$ cat config.mk
export PLATFORM = sky130hd
export DESIGN_NAME = galaga_key_ctrl
export DESIGN_NICKNAME = d
export VERILOG_FILES = /design/src/rtl/galaga_key_ctrl.sv
export SDC_FILE = /design/constraint.sdc
export NUM_CORES = 1
export LEC_CHECK = 0
export CAP_MARGIN = 20
export CORE_MARGIN = 2
export CORE_UTILIZATION = 25
export DETAILED_ROUTE_END_ITERATION = 8
export DONT_BUFFER_PORTS = 1
export PLACE_DENSITY = 0.37
export SYNTH_ARGS = -nofsm -noshare
export SYNTH_HDL_FRONTEND = slang
export SYNTH_SLANG_ARGS = --single-unit
$ cat constraint.sdc
create_clock -name clk_clk -period 4.1 [get_ports clk_clk]
set_clock_uncertainty 0.05 [all_clocks]
set_input_delay 0.82 -clock clk_clk [delete_from_list [all_inputs] [get_ports clk_clk]]
set_output_delay 0.82 -clock clk_clk [all_outputs]
set_load 0.005 [all_outputs]
$ cat src/rtl/galaga_key_ctrl.sv
// Galaga player controls decoded from the two-byte USB HID keycode word.
// Define GALAGA_AUTOFIRE_EN to re-arm fire on every frame tick while Space is held.
//
// Fire FSM
//   state     | meaning
//   FIRE_IDLE | no shot requested
//   FIRE_PEND | shot requested, waiting for a frame tick with cooldown expired
module galaga_key_ctrl #(
    parameter int unsigned FIRE_COOLDOWN = 8
) (
    input  logic        clk_clk,
    input  logic        reset_reset_n,
    input  logic [15:0] keycode,
    input  logic        frame_tick,
    output logic        move_left,
    output logic        move_right,
    output logic        fire_pulse,
    output logic        start_pulse,
    output logic        paused
);

    localparam logic [3:0] CD_LOAD = 4'(FIRE_COOLDOWN);

    // held / press bit positions
    localparam int H_LEFT  = 0;
    localparam int H_RIGHT = 1;
    localparam int H_FIRE  = 2;
    localparam int H_PAUSE = 3;
    localparam int H_START = 4;

    typedef enum logic {
        FIRE_IDLE = 1'b0,
        FIRE_PEND = 1'b1
    } fire_state_t;

    logic [15:0] k_q;
    logic [4:0]  held_d, held_q, held_prev_q, press;
    logic        last_dir_d, last_dir_q;
    logic        paused_d, paused_q;
    logic        move_left_d, move_left_q;
    logic        move_right_d, move_right_q;
    logic        start_pulse_d, start_pulse_q;
    logic        fire_pulse_d, fire_pulse_q;
    logic [3:0]  cd_d, cd_q;
    logic        issue;
    fire_state_t fire_state_d, fire_state_q;

    function automatic logic key_is(input logic [15:0] kc, input logic [7:0] code);
        return (kc[7:0] == code) || (kc[15:8] == code);
    endfunction

    assign held_d[H_LEFT]  = key_is(k_q, 8'h04) || key_is(k_q, 8'h50);
    assign held_d[H_RIGHT] = key_is(k_q, 8'h07) || key_is(k_q, 8'h4F);
    assign held_d[H_FIRE]  = key_is(k_q, 8'h2C);
    assign held_d[H_PAUSE] = key_is(k_q, 8'h13);
    assign held_d[H_START] = key_is(k_q, 8'h28);

    assign press = held_q & ~held_prev_q;

    // last_dir: 1 = right; a simultaneous left/right press resolves to right
    always_comb begin
        last_dir_d    = last_dir_q;
        move_left_d   = 1'b0;
        move_right_d  = 1'b0;
        paused_d      = paused_q ^ press[H_PAUSE];
        start_pulse_d = press[H_START];
        if (press[H_RIGHT]) begin
            last_dir_d = 1'b1;
        end else if (press[H_LEFT]) begin
            last_dir_d = 1'b0;
        end
        if (!paused_d) begin
            case ({held_q[H_RIGHT], held_q[H_LEFT]})
                2'b01:   move_left_d  = 1'b1;
                2'b10:   move_right_d = 1'b1;
                2'b11: begin
                    move_right_d = last_dir_d;
                    move_left_d  = ~last_dir_d;
                end
                default: ;
            endcase
        end
    end

    assign issue = frame_tick && (fire_state_q == FIRE_PEND) && (cd_q == 4'd0) && !paused_q;

    always_comb begin
        fire_state_d = fire_state_q;
        fire_pulse_d = issue;
        cd_d         = cd_q;
        if (issue) begin
            cd_d = CD_LOAD;
        end else if (frame_tick && (cd_q != 4'd0)) begin
            cd_d = cd_q - 4'd1;
        end
        if (paused_q) begin
            fire_state_d = FIRE_IDLE;
        end else begin
            case (fire_state_q)
                FIRE_IDLE: if (press[H_FIRE]) fire_state_d = FIRE_PEND;
                FIRE_PEND: if (issue && !press[H_FIRE]) fire_state_d = FIRE_IDLE;
                default:   fire_state_d = FIRE_IDLE;
            endcase
`ifdef GALAGA_AUTOFIRE_EN
            if (frame_tick && (cd_q == 4'd0) && held_q[H_FIRE]) begin
                fire_state_d = FIRE_PEND;
            end
`endif
        end
    end

    always_ff @(posedge clk_clk or negedge reset_reset_n) begin
        if (!reset_reset_n) begin
            k_q           <= 16'h0000;
            held_q        <= 5'b0;
            held_prev_q   <= 5'b0;
            last_dir_q    <= 1'b0;
            paused_q      <= 1'b0;
            move_left_q   <= 1'b0;
            move_right_q  <= 1'b0;
            start_pulse_q <= 1'b0;
            fire_pulse_q  <= 1'b0;
            cd_q          <= 4'd0;
            fire_state_q  <= FIRE_IDLE;
        end else begin
            k_q           <= keycode;
            held_q        <= held_d;
            held_prev_q   <= held_q;
            last_dir_q    <= last_dir_d;
            paused_q      <= paused_d;
            move_left_q   <= move_left_d;
            move_right_q  <= move_right_d;
            start_pulse_q <= start_pulse_d;
            fire_pulse_q  <= fire_pulse_d;
            cd_q          <= cd_d;
            fire_state_q  <= fire_state_d;
        end
    end

    assign move_left   = move_left_q;
    assign move_right  = move_right_q;
    assign fire_pulse  = fire_pulse_q;
    assign start_pulse = start_pulse_q;
    assign paused      = paused_q;

endmodule

==> impl_metrics.json, run 1 <==
{
  "status": "complete, no violations",
  "port_buffers": 0,
  "hold_violations": 0,
  "cts_setup_buffers": 0,
  "ff2ff_setup_slack_ps": 2520,
  "required_ps": 3230,
  "drc": 0,
  "cts_buffer_depth": 2,
  "power_frac_comb_pct": 13.2,
  "yosysUniqueCellTypes": 31,
  "finalPower_mw": 0.8195,
  "critical_path_depth": 0,
  "start_kind": "register",
  "dp_hpwl_um": 1607,
  "relSlewSlack_pct": 72.96,
  "ant_nets": 0,
  "via_count": 779,
  "reg2reg_depth": 5,
  "clk_latency_ps": 280,
  "cts_resized": 0,
  "power_frac_seq_pct": 53.2,
  "cts_hold_buf": 0,
  "synthTopCellsByArea": "dfrtp_1, nand2b_1, o2bb2ai_1, ha_1, inv_1",
  "p_int_mw": 0.6078,
  "cts.sinks": 37,
  "synth-main-ff-cell": "dfrtp_1",
  "io_pins": 24,
  "mostFrequentLayoutCells": "dfrtp_1, nand2b_1, clkbuf_8",
  "max_freq_ghz": 0.6291,
  "grt_pass1_vias": 815,
  "cp-endpoint": "paused",
  "rr_startpoint": "cd_q[0]",
  "synth.yosys.seq_area_share_pct": 68.20,
  "cts_tree": "yes",
  "layout_commonest_cell": "dfrtp_1",
  "worst_slew_pin_slew_ps": 400.2,
  "die_w_um": 77.69,
  "async_flop_share_pct": 100.0,
  "syn2layout_area_growth_pct": 13.92,
  "ys_ff_latch": 37,
  "gp_congestion": 0.7777,
  "root_buffer": "clkbuf_8",
  "finalCritPeriodShare_pct": 38.77,
  "die_area_sq_um": 6036,
  "p_clk_share_pct": 33.6,
  "p_leak_nw": 0.6786,
  "grt_pass1_wl_um": 3739,
  "rows": 26,
  "diodes": 0,
  "crit_fanout": 5,
  "netlist_area_sq_um": 1358,
  "cap_violations": 0,
  "grt_max_degree": 38,
  "critPathKind": "register to primary output",
  "grt_setup_unrepaired": "no",
  "cts.reportedPaths.clkPinSlew_ps": 70,
  "grtUsageTotal_pct": 8.300,
  "gr-total-overflow": 0,
  "switching_power_mw": 0.2118,
  "hold_class": "primary input to asynchronous set/reset pin",
  "swShare_pct": 25.84,
  "antenna_found_initial": 0,
  "worst_r2r_endpoint": "cd_q[1]",
  "end_kind": "primary output",
  "postSynthNetCount": 124,
  "yosys_warnings": 0,
  "finalCriticalPeriod_ps": 1590,
  "avgViaCountPerCell": 4.304,
  "syn_inst": 103,
  "drt-total-wl_um": 2268,
  "report.final.slew_viol_count": 0,
  "nNetsFinal": 131,
  "peakVddDrop_mv": 0.1952,
  "coreArea_sq_um": 5172,
  "powerDensity_nw_per_um2": 529.9,
  "setup_viol": 0,
  "startpoint": "paused",
  "final_layout_size_suffix_gt1_share_pct": 10.81,
  "yosysTopAreaCell": "dfrtp_1",
  "finish.utilization_pct": 29.90,
  "synth_top_area_share_pct": 68.20,
  "dr.pass1.iters": 4,
  "synth_area_per_cell_sq_um": 13.18,
  "dr.first_iter.drc_count": 33,
  "cts_buffers": 5,
  "dieHeight_um": 77.69,
  "synth-edff-count": 0,
  "h-tree-depth": 2,
  "tns_ps": 0,
  "cp.arrival_ps": 720,
  "initial_core_util_pct": 26.25,
  "wl_per_cell_um": 12.53
}
-- cells in the mapped netlist, types with 2 or more instances --
master,count
xnor2_1,2
dfrtp_1,37
a21oi_1,2
inv_1,6
nor3_1,2
nand4_1,2
nor4b_1,2
nand2b_1,7
nand2_1,5
nor2b_1,2
nor2_1,6
o2bb2ai_1,3
nand3_1,3
o21ai_0,4
o31ai_1,2
ha_1,2
o22ai_1,2
-- worst min path at each step --
stage / start / endpoint / slack, ps / cells past startpoint
final: reset_reset_n / fire_pulse / 170 / 0
after global routing: reset_reset_n / fire_pulse / 150 / 0
after CTS: reset_reset_n / fire_pulse / 160 / 0
after detailed placement: held_q[4] / held_prev_q[4] / 310 / 0
after global placement: held_q[4] / held_prev_q[4] / 300 / 0
after floorplan: held_q[4] / held_prev_q[4] / 300 / 0
-- kinds of logic after synthesis --
group                      synth area share [%]
muxes                                    0.7374
buffers and inverters                     1.659
AOI/OAI and AO/OA                         10.97
DFF                                       68.20
and+or+nand+nor                           14.65
xor gates and xnor gates                  1.936
adders and majority gates                 1.843
-- layout make-up --
class	count	area (sq um)
inverter	6	22.52
multi-input combinational	60	409.1
clock buffer	7	96.34
tap	70	87.58
clock inverter	1	5.005
sequential	37	925.9
fill	525	3626
-- metal layers --
metal	vias to the layer above	track usage, %	share of wire (%)
met1	378	9.138	44
met4	0	4.286	1.5
met2	23	13.28	48
met3	4	3.953	6.3
li1	374	-	-
met5	-	0	0
-- through the flow --
| stage | cell area [sq um] | setup slack [ps] | hold WS, ps | instances |
|---|---|---|---|---|
| floorplan | 1358 | 2637 | 296.5 | 103 |
| global placement | 1445 | 2584 | 304.9 | 173 |
| CTS | 1546 | 2489 | 157.1 | 181 |
| finish | 1546 | 2510 | 174.2 | 181 |
| detailed placement | 1445 | 2528 | 305.9 | 173 |
| global route | 1546 | 2411 | 148.4 | 181 |
-- power groups by stage --
stage | clock [mW] | sequential, mW | combinational [mW]
6_report | 0.275 | 0.436 | 0.108
5_1_grt | 0.307 | 0.442 | 0.124
4_1_cts | 0.289 | 0.436 | 0.109
3_5_place_dp | 0 | 0.443 | 0.109
3_3_place_gp | 0 | 0.442 | 0.106
2_1_floorplan | 0 | 0.434 | 0.0914
-- sequential cells by signal, indices dropped and copies added (netlist names) --
name          cells
fire_state_q      1
move_left         1
cd_q              4
held_prev_q       5
fire_pulse        1
move_right        1
last_dir_q        1
held_q            5
start_pulse       1
k_q              16
paused            1
(Power assumes the default switching activity.)
==> run 2: changes to the inputs <==
--- a/config.mk
+++ b/config.mk
@@ -10,7 +10,7 @@
 export CORE_UTILIZATION = 25
 export DETAILED_ROUTE_END_ITERATION = 8
 export DONT_BUFFER_PORTS = 1
-export PLACE_DENSITY = 0.37
+export PLACE_DENSITY = 0.39
 export SYNTH_ARGS = -nofsm -noshare
 export SYNTH_HDL_FRONTEND = slang
 export SYNTH_SLANG_ARGS = --single-unit
==> constraint.sdc (replaced) <==
create_clock -name clk_clk -period 1.34 [get_ports clk_clk]
set_clock_uncertainty 0.05 [all_clocks]
set_input_delay 0.268 -clock clk_clk [delete_from_list [all_inputs] [get_ports clk_clk]]
set_output_delay 0.268 -clock clk_clk [all_outputs]
set_load 0.005 [all_outputs]
==> impl_metrics.json, run 2 (synthesis results as in run 1) <==
{
  "gr-total-overflow": 0,
  "syn2layout_area_growth_pct": 33.36,
  "powerDensity_nw_per_um2": 1553,
  "tns_ps": -94.34,
  "finish.utilization_pct": 35.00,
  "diodes": 0,
  "io_pins": 24,
  "cp.arrival_ps": 1570,
  "die_w_um": 77.69,
  "ant_nets": 0,
  "worst_slew_pin_slew_ps": 383.8,
  "largest_reg_flops": 16,
  "violations": "negative setup slack",
  "grt_max_degree": 38,
  "ff2ff_setup_slack_ps": -60,
  "grtUsageTotal_pct": 8.692,
  "p_leak_nw": 0.7913,
  "drc": 0,
  "finalWorstSetupSlack_ps": -63.44,
  "peakVddDrop_mv": 0.5414,
  "initial_core_util_pct": 26.25,
  "reg_top3": "k_q (16), held_prev_q (5), held_q (5)",
  "grt_setup_unrepaired": "yes",
  "grt_pass1_vias": 922,
  "hold_violations": 0,
  "start_kind": "register",
  "max_freq_ghz": 0.7125,
  "relSlewSlack_pct": 74.08,
  "root_buffer": "clkbuf_8",
  "gp_congestion": 0.7466,
  "nNetsFinal": 156,
  "coreArea_sq_um": 5172,
  "required_ps": 1500,
  "hold_class": "primary input to register",
  "cts.reportedPaths.clkPinSlew_ps": 70,
  "rows": 26,
  "mostFrequentLayoutCells": "dfrtp_1, dlygate4sd3_1, nand2b_1, buf_4, nor2_1",
  "status": "finished with violations",
  "dr.pass1.iters": 4,
  "via_count": 881,
  "h-tree-depth": 2,
  "dr.first_iter.drc_count": 53,
  "final_layout_size_suffix_gt1_share_pct": 17.04,
  "critPathKind": "register to register",
  "die_area_sq_um": 6036,
  "setup_viol": 2,
  "layout_commonest_cell": "dfrtp_1",
  "finalCriticalPeriod_ps": 1403,
  "top_register": "k_q",
  "report.final.slew_viol_count": 0,
  "cap_violations": 0,
  "dp_hpwl_um": 1576,
  "drt-total-wl_um": 2190,
  "port_buffers": 0,
  "wl_per_cell_um": 10.68,
  "cts_buffers": 5,
  "grt_pass1_wl_um": 3981,
  "fin_area_sq_um": 1810,
  "dieHeight_um": 77.69,
  "clk_latency_ps": 280,
  "end_kind": "register",
  "crit_fanout": 3,
  "avgViaCountPerCell": 4.298,
  "cts.sinks": 37,
  "cts_tree": "yes",
  "finalCritPeriodShare_pct": 104.7,
  "antenna_found_initial": 0,
  "place_area_sq_um": 1488,
  "cts_buffer_depth": 2
}
run 2: layer usage:
metal  track usage [%]  up-vias  part of all wire (%)
met2             14.05       24                    51
li1                  -      423                     -
met3             3.837        5                   6.1
met5                 0        -                     0
met4             4.821        0                   1.2
met1             9.496      429                    41
run 2: final timing paths:
path | to | startpoint | cells past startpoint
worst max-delay path | cd_q[0] | cd_q[1] | 5
worst min-delay path | cd_q[2] | frame_tick | 2
worst max register to register | cd_q[0] | cd_q[1] | 5
worst min register to register | held_prev_q[4] | held_q[4] | 0
max in group asynchronous | k_q[11] | reset_reset_n | 2
min in group asynchronous | move_right | reset_reset_n | 2
run 2: metrics by stage:
stage	power [mW]	instances	setup slack [ps]	hold WS, ps
floorplan	1.637	103	-52.50	-77.59
global placement	1.792	177	-28.46	-76.46
detailed placement	1.804	177	-83.66	-76.42
CTS	2.863	205	-69.72	79.29
global route	3.016	205	-138.1	78.11
finish	2.813	205	-63.44	91.50
run 2: cell type report:
type	count	area, sq um
Fill cell	505	3362
Inverter	6	22.52
Clock inverter	2	35.03
Tap cell	70	87.58
Sequential cell	37	925.9
Timing Repair Buffer	25	242.7
Clock buffer	5	68.82
Multi-Input combinational cell	60	427.9
run 2: power by group:
part	leakage (nW)	total (mW)	internal, mW	switching [mW]
Clock	0.0540	0.901	0.540	0.361
Combinational	0.269	0.594	0.343	0.251
Sequential	0.468	1.32	1.23	0.0906
run 2: repair_timing:
action / 4_1_cts / 5_1_grt
setup buffers: 3 / 0
gates resized for setup: 1 / 2
pin swaps: 1 / 1
endpoints found under the hold margin: 53 / 0
setup endpoints to repair: 2 / 5
hold buffers: 18 / 0
run 2: worst max-delay path, cell delays in order (launching register included):
cell,delay (ps)
dfrtp_1,390
inv_2,80
ha_4,130
or3b_4,390
o211ai_2,130
a21boi_2,160
==> run 3: changes to the inputs <==
--- a/config.mk
+++ b/config.mk
@@ -6,8 +6,10 @@
 export NUM_CORES = 1
 export LEC_CHECK = 0
 export CAP_MARGIN = 20
+export CORE_ASPECT_RATIO = 1.5
 export CORE_MARGIN = 2
 export CORE_UTILIZATION = 25
+export CTS_CLUSTER_SIZE = 25
 export DETAILED_ROUTE_END_ITERATION = 8
 export DONT_BUFFER_PORTS = 1
 export PLACE_DENSITY = 0.39
==> impl_metrics.json, run 3 (synthesis results as in run 1) <==
{
  "status": "finished with violations",
  "violations": "negative setup slack",
  "slowest_delay_ps": 390,
  "max_freq_ghz": 0.7122,
  "die_w_um": 64.17,
  "tns_ps": -97.33,
  "die_area_sq_um": 6048,
  "h-tree-depth": 2,
  "finalCriticalPeriod_ps": 1404,
  "finalCritPeriodShare_pct": 104.8,
  "use_met1_pct": 8.722,
  "fillers": 530,
  "finalPower_mw": 2.595,
  "ff2ff_setup_slack_ps": -60,
  "cts_tree": "yes",
  "cp_num_buf_inv": 1,
  "dr.pass1.iters": 4,
  "cpMaxStageDelayCell": "dfrtp_1",
  "relSlewSlack_pct": 73.93,
  "busiest_layer": "met2",
  "largest_reg_flops": 16,
  "required_ps": 1500,
  "initial_core_util_pct": 26.08,
  "reg_top3": "k_q (16), held_prev_q (5), held_q (5)",
  "use_met3_pct": 3.357,
  "setup_viol": 2,
  "finalWorstSetupSlack_ps": -64.02,
  "start_kind": "register",
  "critPathKind": "register to register",
  "coreArea_sq_um": 5205,
  "p_leak_nw": 0.7675,
  "startpoint": "cd_q[1]",
  "avgViaCountPerCell": 4.450,
  "cp.arrival_ps": 1570,
  "crit_fanout": 3,
  "diodes": 0,
  "cts_buffer_depth": 2,
  "report.final.slew_viol_count": 0,
  "syn2layout_area_growth_pct": 30.32,
  "cts_buffers": 5,
  "grtUsageTotal_pct": 9.265,
  "via_count": 899,
  "hold_class": "primary input to register",
  "rr_startpoint": "cd_q[1]",
  "drt-total-wl_um": 2460,
  "dieHeight_um": 94.25,
  "drc": 0,
  "nNetsFinal": 154,
  "final_layout_size_suffix_gt1_share_pct": 14.18,
  "peakVddDrop_mv": 0.7647,
  "rows": 32,
  "cts.reportedPaths.clkPinSlew_ps": 70,
  "top_register": "k_q",
  "antenna_found_initial": 0,
  "grt_pass1_vias": 963,
  "hold_violations": 0,
  "cap_violations": 0,
  "mostFrequentLayoutCells": "dfrtp_1, dlygate4sd3_1, nand2b_1",
  "gp_congestion": 0.7771,
  "cts.sinks": 37,
  "grt_pass1_wl_um": 4202,
  "powerDensity_nw_per_um2": 1467,
  "grt_max_degree": 38,
  "grt_setup_unrepaired": "yes",
  "dp_hpwl_um": 1707,
  "root_buffer": "clkbuf_8",
  "dr.first_iter.drc_count": 25,
  "wl_per_cell_um": 12.18,
  "port_buffers": 0,
  "cp_top_family": "flip-flops",
  "clk_latency_ps": 280,
  "layout_commonest_cell": "dfrtp_1",
  "gr-total-overflow": 0,
  "end_kind": "register",
  "use_met2_pct": 17.19,
  "ant_nets": 0,
  "cts_setup_buffers": 0,
  "io_pins": 24,
  "min_from": "frame_tick",
  "worst_slew_pin_slew_ps": 385.6,
  "crit_chain": "inv_2 -> ha_4 -> or3b_4 -> o211ai_2 -> a21boi_2"
}
==> run 3: cell type report <==
type / instances / area [sq um] / share of cell area, %
timing repair buffer: 23 / 227.7 / 12.87
tap: 68 / 85.08 / 4.809
multi-input combinational: 60 / 427.9 / 24.19
clock buffer: 8 / 80.08 / 4.526
sequential: 37 / 925.9 / 52.33
inverter: 6 / 22.52 / 1.273
==> run 3: layer usage <==
metal,up-vias,part of all wire [%]
li1,425,-
met1,440,36
met2,27,57
met3,7,4.8
met4,0,2.8
met5,-,0
==> run 3: final timing paths <==
check	endpoint	depth (start not counted)
setup / recovery	cd_q[0]	5
setup reg to reg	cd_q[0]	5
hold reg to reg	held_prev_q[4]	0
hold / removal	cd_q[2]	2
min in group asynchronous	fire_pulse	2
max in group asynchronous	k_q[0]	2
==> run 3: timing repair <==
action | CTS | global route
hold buffers | 18 | 0
endpoints found under the hold margin | 53 | 0
gates resized for setup | 1 | 2
endpoints found under the setup margin | 2 | 5
==> run 3: where the power goes <==
| part | internal (mW) | total, mW | switching [mW] |
|---|---|---|---|
| combinational | 0.309 | 0.557 | 0.247 |
| sequential | 1.23 | 1.32 | 0.0955 |
| clock | 0.369 | 0.715 | 0.346 |
| total | 1.91 | 2.59 | 0.689 |
==> run 3: through the flow <==
step / util (%) / setup WS (ps) / cell area [sq um] / hold slack (ps) / std cells
final: 33.99 / -64.02 / 1769 / 112.8 / 202
after global routing: 33.99 / -122.7 / 1769 / 110.7 / 202
after CTS: 33.87 / -73.18 / 1763 / 96.45 / 202
after detailed placement: 28.68 / -61.15 / 1493 / -76.59 / 176
after global placement: 28.68 / -12.70 / 1493 / -76.63 / 176
after floorplan: - / -52.50 / 1370 / -77.59 / 103
